## src/rtl/border_broadcast_pkg.sv

```systemverilog
// rtl/border_broadcast_pkg.sv - shared constants, types and packet packer for border_broadcast
package border_broadcast_pkg;

  localparam int T_D_WIDTH = 32;

  localparam logic [2:0] STATE_INIT   = 3'b000;
  localparam logic [2:0] STATE_BORDER = 3'b100;

  localparam int BRD_MARK    = 26;
  localparam int BRD_XMIN_HI = 25;
  localparam int BRD_XMIN_LO = 23;
  localparam int BRD_YMIN_HI = 22;
  localparam int BRD_YMIN_LO = 20;
  localparam int BRD_XMAX_HI = 19;
  localparam int BRD_XMAX_LO = 17;
  localparam int BRD_YMAX_HI = 16;
  localparam int BRD_YMAX_LO = 14;
  localparam int BRD_MYX_HI  = 13;
  localparam int BRD_MYX_LO  = 11;
  localparam int BRD_MYY_HI  = 10;
  localparam int BRD_MYY_LO  = 8;
  localparam int BRD_SEQ_HI  = 7;
  localparam int BRD_SEQ_LO  = 0;

  typedef enum logic [1:0] {
    FSM_IDLE,
    FSM_RUN,
    FSM_DONE
  } fsm_t;

  // Field order matches the packet so bits [25:14] map straight onto this struct.
  typedef struct packed {
    logic [2:0] x_min;
    logic [2:0] y_min;
    logic [2:0] x_max;
    logic [2:0] y_max;
  } box_t;

  function automatic logic [T_D_WIDTH-1:0] pack_border(input box_t box, input logic [2:0] my_x,
                                                       input logic [2:0] my_y, input logic [7:0] seq);
    logic [T_D_WIDTH-1:0] w;
    w = '0;
    w[BRD_MARK]                = 1'b1;
    w[BRD_XMIN_HI:BRD_XMIN_LO] = box.x_min;
    w[BRD_YMIN_HI:BRD_YMIN_LO] = box.y_min;
    w[BRD_XMAX_HI:BRD_XMAX_LO] = box.x_max;
    w[BRD_YMAX_HI:BRD_YMAX_LO] = box.y_max;
    w[BRD_MYX_HI:BRD_MYX_LO]   = my_x;
    w[BRD_MYY_HI:BRD_MYY_LO]   = my_y;
    w[BRD_SEQ_HI:BRD_SEQ_LO]   = seq;
    return w;
  endfunction

endpackage

```

## src/rtl/border_broadcast_if.sv

```systemverilog
// rtl/border_broadcast_if.sv - four-way neighbour link bundle for border_broadcast
interface border_broadcast_if;
  import border_broadcast_pkg::*;

  logic [T_D_WIDTH-1:0] n_in, e_in, s_in, w_in;
  logic                 n_rdy, e_rdy, s_rdy, w_rdy;
  logic [T_D_WIDTH-1:0] n_out, e_out, s_out, w_out;

  modport master (
    input  n_in, e_in, s_in, w_in,
    input  n_rdy, e_rdy, s_rdy, w_rdy,
    output n_out, e_out, s_out, w_out
  );

  modport slave (
    output n_in, e_in, s_in, w_in,
    output n_rdy, e_rdy, s_rdy, w_rdy,
    input  n_out, e_out, s_out, w_out
  );
endinterface

```

## src/rtl/border_broadcast_box_merge.sv

```systemverilog
// rtl/border_broadcast_box_merge.sv - box_merge: folds up to four neighbour boxes into the current box
module border_broadcast_box_merge
  import border_broadcast_pkg::*;
(
  input  box_t       cur,
  input  box_t       in_box [4],
  input  logic [3:0] in_valid,
  output box_t       merged,
  output logic       changed
);

  always_comb begin
    merged = cur;
    for (int p = 0; p < 4; p++) begin
      if (in_valid[p]) begin
        if (in_box[p].x_min < merged.x_min) merged.x_min = in_box[p].x_min;
        if (in_box[p].y_min < merged.y_min) merged.y_min = in_box[p].y_min;
        if (in_box[p].x_max > merged.x_max) merged.x_max = in_box[p].x_max;
        if (in_box[p].y_max > merged.y_max) merged.y_max = in_box[p].y_max;
      end
    end
    changed = (merged != cur);
  end

endmodule

```

## src/rtl/border_broadcast.sv

```systemverilog
// rtl/border_broadcast.sv - floods the node bounding box to mesh neighbours during BORDER discovery
module border_broadcast
  import border_broadcast_pkg::*;
#(
  parameter int WIDTHX       = 6,
  parameter int WIDTHY       = 6,
  parameter int QUIET_CYCLES = 8
) (
  input  logic                 clk,
  input  logic                 reset,
  input  logic [2:0]           state,
  input  logic [2:0]           my_x,
  input  logic [2:0]           my_y,
  border_broadcast_if.master   link,
  output logic [2:0]           x_min,
  output logic [2:0]           y_min,
  output logic [2:0]           x_max,
  output logic [2:0]           y_max,
  output logic [7:0]           seq,
  output logic                 busy,
  output logic                 done
);

  localparam logic [2:0] X_LAST     = 3'(WIDTHX - 1);
  localparam logic [2:0] Y_LAST     = 3'(WIDTHY - 1);
  localparam logic [7:0] QUIET_LAST = 8'(QUIET_CYCLES - 1);

  // Port index order everywhere: 0=N, 1=E, 2=S, 3=W.
  logic [T_D_WIDTH-1:0] pkt_in [4];
  logic [T_D_WIDTH-1:0] out_q  [4];
  logic [T_D_WIDTH-1:0] out_d  [4];
  logic [3:0]           rdy, mask, in_valid, pending_q, pending_d;
  box_t                 in_box [4];
  box_t                 box_q, box_d, merged, own_box;
  logic                 changed, valid_any;
  fsm_t                 fsm_q, fsm_d;
  logic [7:0]           seq_q, seq_d, seq_inc, quiet_q, quiet_d;

  assign pkt_in[0] = link.n_in;
  assign pkt_in[1] = link.e_in;
  assign pkt_in[2] = link.s_in;
  assign pkt_in[3] = link.w_in;
  assign rdy       = {link.w_rdy, link.s_rdy, link.e_rdy, link.n_rdy};

  assign mask      = {my_x != 3'd0, my_y < Y_LAST, my_x < X_LAST, my_y != 3'd0};
  assign own_box   = {my_x, my_y, my_x, my_y};
  assign seq_inc   = (seq_q == 8'hFF) ? seq_q : seq_q + 8'd1;
  assign valid_any = |in_valid;

  // Any non-zero word counts as a packet, marker bit or not.
  always_comb begin
    for (int p = 0; p < 4; p++) begin
      in_valid[p] = mask[p] && (pkt_in[p] != '0);
      in_box[p]   = pkt_in[p][BRD_XMIN_HI:BRD_YMAX_LO];
    end
  end

  border_broadcast_box_merge u_box_merge (
    .cur      (box_q),
    .in_box   (in_box),
    .in_valid (in_valid),
    .merged   (merged),
    .changed  (changed)
  );

  always_comb begin
    fsm_d     = fsm_q;
    box_d     = box_q;
    seq_d     = seq_q;
    pending_d = pending_q;
    quiet_d   = quiet_q;
    for (int p = 0; p < 4; p++) out_d[p] = '0;

    if (state != STATE_BORDER) begin
      fsm_d     = FSM_IDLE;
      pending_d = '0;
      quiet_d   = '0;
      if (state == STATE_INIT) begin
        box_d = own_box;
        seq_d = '0;
      end
    end else begin
      case (fsm_q)
        FSM_IDLE: begin
          box_d     = own_box;
          pending_d = mask;
          seq_d     = '0;
          quiet_d   = '0;
          fsm_d     = FSM_RUN;
        end
        FSM_RUN: begin
          // Packets carry the pre-merge box; a same-cycle change re-arms every port below.
          for (int p = 0; p < 4; p++) begin
            if (pending_q[p] && rdy[p]) begin
              out_d[p]     = pack_border(box_q, my_x, my_y, seq_q);
              pending_d[p] = 1'b0;
            end
          end
          quiet_d = (valid_any || (pending_q != '0)) ? 8'd0 : quiet_q + 8'd1;
          if (changed) begin
            box_d     = merged;
            seq_d     = seq_inc;
            pending_d = mask;
          end else if (quiet_q == QUIET_LAST && pending_q == '0 && !valid_any) begin
            fsm_d = FSM_DONE;
          end
        end
        FSM_DONE: begin
          if (changed) begin
            box_d     = merged;
            seq_d     = seq_inc;
            pending_d = mask;
            quiet_d   = '0;
            fsm_d     = FSM_RUN;
          end
        end
        default: fsm_d = FSM_IDLE;
      endcase
    end
  end

  always_ff @(posedge clk) begin
    if (reset) begin
      fsm_q     <= FSM_IDLE;
      box_q     <= '0;
      seq_q     <= '0;
      pending_q <= '0;
      quiet_q   <= '0;
      for (int p = 0; p < 4; p++) out_q[p] <= '0;
    end else begin
      fsm_q     <= fsm_d;
      box_q     <= box_d;
      seq_q     <= seq_d;
      pending_q <= pending_d;
      quiet_q   <= quiet_d;
      for (int p = 0; p < 4; p++) out_q[p] <= out_d[p];
    end
  end

  assign link.n_out = out_q[0];
  assign link.e_out = out_q[1];
  assign link.s_out = out_q[2];
  assign link.w_out = out_q[3];

  assign x_min = box_q.x_min;
  assign y_min = box_q.y_min;
  assign x_max = box_q.x_max;
  assign y_max = box_q.y_max;
  assign seq   = seq_q;
  assign busy  = (fsm_q == FSM_RUN);
  assign done  = (fsm_q == FSM_DONE);

endmodule

```

## src/flat_wrapper.sv

```systemverilog
// flat-port wrapper written by rule: the top's interface ports become plain ports
module border_broadcast_flat import border_broadcast_pkg::*;
#(
  parameter int WIDTHX       = 6,
  parameter int WIDTHY       = 6,
  parameter int QUIET_CYCLES = 8
)
  (clk, reset, state, my_x, my_y, x_min, y_min, x_max, y_max, seq, busy, done, link_n_in, link_e_in, link_s_in, link_w_in, link_n_rdy, link_e_rdy, link_s_rdy, link_w_rdy, link_n_out, link_e_out, link_s_out, link_w_out);
  border_broadcast_if link_i ();
  input  logic clk;
  input  logic reset;
  input  logic [2:0] state;
  input  logic [2:0] my_x;
  input  logic [2:0] my_y;
  output logic [2:0] x_min;
  output logic [2:0] y_min;
  output logic [2:0] x_max;
  output logic [2:0] y_max;
  output logic [7:0] seq;
  output logic busy;
  output logic done;
  input wire logic [$bits(link_i.n_in)-1:0] link_n_in;
  input wire logic [$bits(link_i.e_in)-1:0] link_e_in;
  input wire logic [$bits(link_i.s_in)-1:0] link_s_in;
  input wire logic [$bits(link_i.w_in)-1:0] link_w_in;
  input wire logic [$bits(link_i.n_rdy)-1:0] link_n_rdy;
  input wire logic [$bits(link_i.e_rdy)-1:0] link_e_rdy;
  input wire logic [$bits(link_i.s_rdy)-1:0] link_s_rdy;
  input wire logic [$bits(link_i.w_rdy)-1:0] link_w_rdy;
  output wire logic [$bits(link_i.n_out)-1:0] link_n_out;
  output wire logic [$bits(link_i.e_out)-1:0] link_e_out;
  output wire logic [$bits(link_i.s_out)-1:0] link_s_out;
  output wire logic [$bits(link_i.w_out)-1:0] link_w_out;
  assign link_i.n_in = link_n_in;
  assign link_i.e_in = link_e_in;
  assign link_i.s_in = link_s_in;
  assign link_i.w_in = link_w_in;
  assign link_i.n_rdy = link_n_rdy;
  assign link_i.e_rdy = link_e_rdy;
  assign link_i.s_rdy = link_s_rdy;
  assign link_i.w_rdy = link_w_rdy;
  assign link_n_out = link_i.n_out;
  assign link_e_out = link_i.e_out;
  assign link_s_out = link_i.s_out;
  assign link_w_out = link_i.w_out;
  border_broadcast #(.WIDTHX(WIDTHX), .WIDTHY(WIDTHY), .QUIET_CYCLES(QUIET_CYCLES)) u_core (.clk(clk), .reset(reset), .state(state), .my_x(my_x), .my_y(my_y), .link(link_i), .x_min(x_min), .y_min(y_min), .x_max(x_max), .y_max(y_max), .seq(seq), .busy(busy), .done(done));
endmodule
```

## config.mk

```make
export PLATFORM = sky130hd
export DESIGN_NAME = border_broadcast_flat
export DESIGN_NICKNAME = d
export VERILOG_FILES = /design/src/rtl/border_broadcast_pkg.sv /design/src/rtl/border_broadcast_if.sv /design/src/rtl/border_broadcast_box_merge.sv /design/src/rtl/border_broadcast.sv /design/src/flat_wrapper.sv
export SDC_FILE = /design/constraint.sdc
export NUM_CORES = 1
export LEC_CHECK = 0
export ABC_AREA = 1
export CORE_MARGIN = 1.5
export CORE_UTILIZATION = 25
export DETAILED_ROUTE_END_ITERATION = 10
export PLACE_DENSITY_LB_ADDON = 0.2
export SKIP_LAST_GASP = 1
export SLEW_MARGIN = 25
export SYNTH_ARGS = -nofsm -noshare
export SYNTH_HDL_FRONTEND = slang
export SYNTH_SLANG_ARGS = --single-unit
```

## constraint.sdc

```tcl
create_clock -name clk -period 8.5 [get_ports clk]
set_input_delay 1.7 -clock clk [delete_from_list [all_inputs] [get_ports clk]]
set_output_delay 1.7 -clock clk [all_outputs]
set_load 0.01 [all_outputs]
```

==> metrics.md <==
| Metric | Value |
|---|---|
| Htree depth | `4` |
| Commonest cells after routing, fill and taps aside | `clkdlybuf4s50_1 (272), nand2_1 (223), nor2_1 (221)` |
| Power Dens Cells | `162.1 nW/um^2` |
| Clock slew at reported path FFs | `0.07 ns` |
| Share of layout cells above drive strength 1 | `6.394%` |
| Asr flop ratio synth | `0%` |
| IO Count | `293` |
| Synth Area in XOR/XNOR | `0.6873%` |
| Final Hold Vio Count | `0` |
| Die W | `177.9 um` |
| GRT Total Usage | `16.74%` |
| Worst-Margin Slew | `0.9889 ns` |
| CTS tree | `done` |
| HP Class | `register to register` |
| Initial core utilization | `25.59%` |
| Die ar. | `31640 um^2` |
| Final Max Tran Viols | `0` |
| Cts hold-fix bufs | `0` |
| Antenna violations before repair | `0` |
| Placed cells | `1751` |
| GRT overflow | `0` |
| CP Capture Type | `register` |
| # Max-Cap Violations | `0` |
| TNS Setup | `0 ns` |
| Post-synthesis cell count | `1101` |
| Number of enable flip-flop cells after synthesis | `0` |
| WS Path Type | `input pin to register` |
| Ratio of final minimum period to clock period | `90.59%` |
| Wirelength per Cell | `15.01 um` |
| Syn avg cell area | `6.945 um^2` |
| Mapped cell area | `7646 um^2` |
| Synthesis-to-finish area growth | `48.08%` |
| Startpoint Class | `input pin` |
| Final min period | `7.700 ns` |
| Skew final | `0.01120 ns` |
| DRT Wirelength | `26750 um` |
| CP peak stage delay | `0.50 ns` |
| Area of the core | `29870 um^2` |
| Fin cells | `1782` |
| GP Congestion | `0.8424` |
| Diode count | `0` |
| Vias | `7797` |
| Post-Synth Adder-Cell Area | `8.509%` |
| Max Clock Freq | `129.9 MHz` |
| Post-synthesis sequential area ratio | `37.18%` |
| RSZ-0062 raised after global routing | `false` |
| Main combinational cell family by area after synthesis | `simple AND/OR/NAND/NOR gates` |
| Synthesized-area fraction occupied by ao, oa, aoi and oai cells | `5.793%` |
| Slew margin rel. | `34.00%` |
| DR DRC count | `0` |
| Die Span Y | `177.9 um` |
| Most used DFF post-synth | `dfxtp_1` |
| TritonRoute pass-1 iters | `5` |
| Sinks on Clock Net | `142` |
| First-pass GRT wire length | `40560 um` |
| Vias in the first global route | `7353` |
| Min Hold Slack | `0.4936 ns` |
| Worst path arrival time | `8.04 ns` |
| Placed cell area | `10750 um^2` |
| Worst path slowest cell | `clkdlybuf4s50_1` |
| Worst VDD drop | `0.0001317 V` |
| Simple-gate share of the synthesized area | `37.28%` |
| Final Setup Violations | `0` |
| Final instance area | `11320 um^2` |
| Root buffer cell | `clkbuf_16` |
| Largest net degree at the start of global routing | `32` |
| CP required | `8.84 ns` |
| Yosys top cell by area | `dfxtp_1` |
| Most used cell along the critical path | `nand2_1` |
| Worst-Skew Late Latency | `0.41 ns` |
| Vias/cell | `4.375` |
| Synth Register Bits | `142` |
| Total Nets Final | `1575` |
| Final ANT Viol Nets | `0` |
| PortBufs | `272` |
| Rows | `63` |
| Leak pwr | `4.969 nW` |
| DP Wirelength | `21880 um` |
| Most common cell after layout, fill and taps aside | `clkdlybuf4s50_1` |
| Synth area leaders | `dfxtp_1 (37%), nand2_1 (11%), nor2_1 (11%), ha_1 (8.5%), inv_1 (7.2%)` |
| Initial DRC count | `392` |
| Crit-path max FO | `30` |
| Area share of the largest cell type after synthesis | `37.18%` |
| Num CTS Buffers | `17` |
| Count of different cell masters after synthesis | `40` |
| Status | `finished, final reports clean` |
| Mux share of post-synthesis cell area | `0%` |
| Clk buf depth | `2` |
| Ys Warns | `0` |
repair_timing:
action	CTS	global route
setup buffers	0	0
setup endpoints to repair	0	2
resized for setup	0	1
per-layer routing:
layer | global-route usage (%) | wire (um) | vias to the layer above | share of wire, %
met5 | 0 | 0 | - | 0
met4 | 3.887 | 217 | 0 | 0.81
met3 | 2.078 | 1340 | 11 | 5.0
met2 | 28.78 | 12520 | 262 | 47
met1 | 22.16 | 12670 | 3491 | 47
li1 | - | - | 4033 | -
synth_stat cells (2+ instances only):
cell type / instances
a211oi_1: 6
a21oi_1: 36
a22oi_2: 2
and2_1: 6
buf_2: 4
buf_4: 20
clkbuf_1: 13
dfxtp_1: 142
ha_1: 52
inv_1: 147
inv_2: 4
nand2_1: 223
nand2_2: 19
nand3_1: 86
nand3_2: 9
nand3_4: 2
nand3b_1: 5
nand4_1: 22
nor2_1: 221
nor3_1: 15
nor3b_1: 2
nor4_1: 15
o2111ai_1: 7
o21ai_0: 8
o21ai_1: 10
or2_2: 7
xor2_1: 5
cell families after synthesis:
logic type / Yosys count
simple gates: 637
buf+inv: 190
flops: 142
compound gates: 73
fa+ha+maj: 52
xor+xnor: 6
other cells: 1
per-stage QoR:
stage               utilization, %  total power (W)  setup slack [ns]
detailed placement           35.98         0.001127            0.3315
floorplan                        -        0.0009670             1.876
global route                 37.90         0.001944           0.02090
CTS                          37.90         0.001854            0.7554
finish                       37.90         0.001835            0.7996
global placement             35.98         0.001126            0.3295
worst max-delay path, delay by kind of cell:
| kind | cells | cell delay (ns) |
|---|---|---|
| compound gates | 5 | 0.76 |
| fa+ha+maj | 3 | 0.85 |
| buf+inv | 7 | 1.17 |
| simple gates | 33 | 3.52 |
where the power goes:
group | internal, W | switching (W) | leakage [nW] | total [W]
Sequential | 0.000670 | 0.00000807 | 1.15 | 0.000678
Combinational | 0.000181 | 0.000256 | 3.55 | 0.000438
Clock | 0.000412 | 0.000308 | 0.269 | 0.000720
Total | 0.00126 | 0.000572 | 4.97 | 0.00184
worst paths after layout:
kind	slack (ns)	to	depth (start not counted)	from
min reg2reg	0.49	u_core.pending_q[3]	2	u_core.pending_q[3]
min	0.49	u_core.pending_q[3]	2	u_core.pending_q[3]
max	0.80	u_core.x_max[1]	48	my_y[2]
max reg2reg	2.04	u_core.x_max[1]	48	u_core.y_max[2]
final cells by class:
class | instances | area, um^2
fillers | 3149 | 18550
multi-input cells | 788 | 4071
flip-flops and latches | 142 | 2843
repair buffers | 279 | 2775
inverters | 152 | 573.1
well taps | 390 | 488.0
clock buffers | 17 | 425.4
clock inverters | 14 | 146.4
registers in the layout, indices dropped and copies added, names as in the netlist:
name,cells
u_core.pending_q,4
u_core.seq,8
u_core.fsm_q,2
u_core.x_max,3
u_core.x_min,3
u_core.quiet_q,8
u_core.y_min,3
u_core.out_q,108
u_core.y_max,3
(Power assumes the default switching activity.)
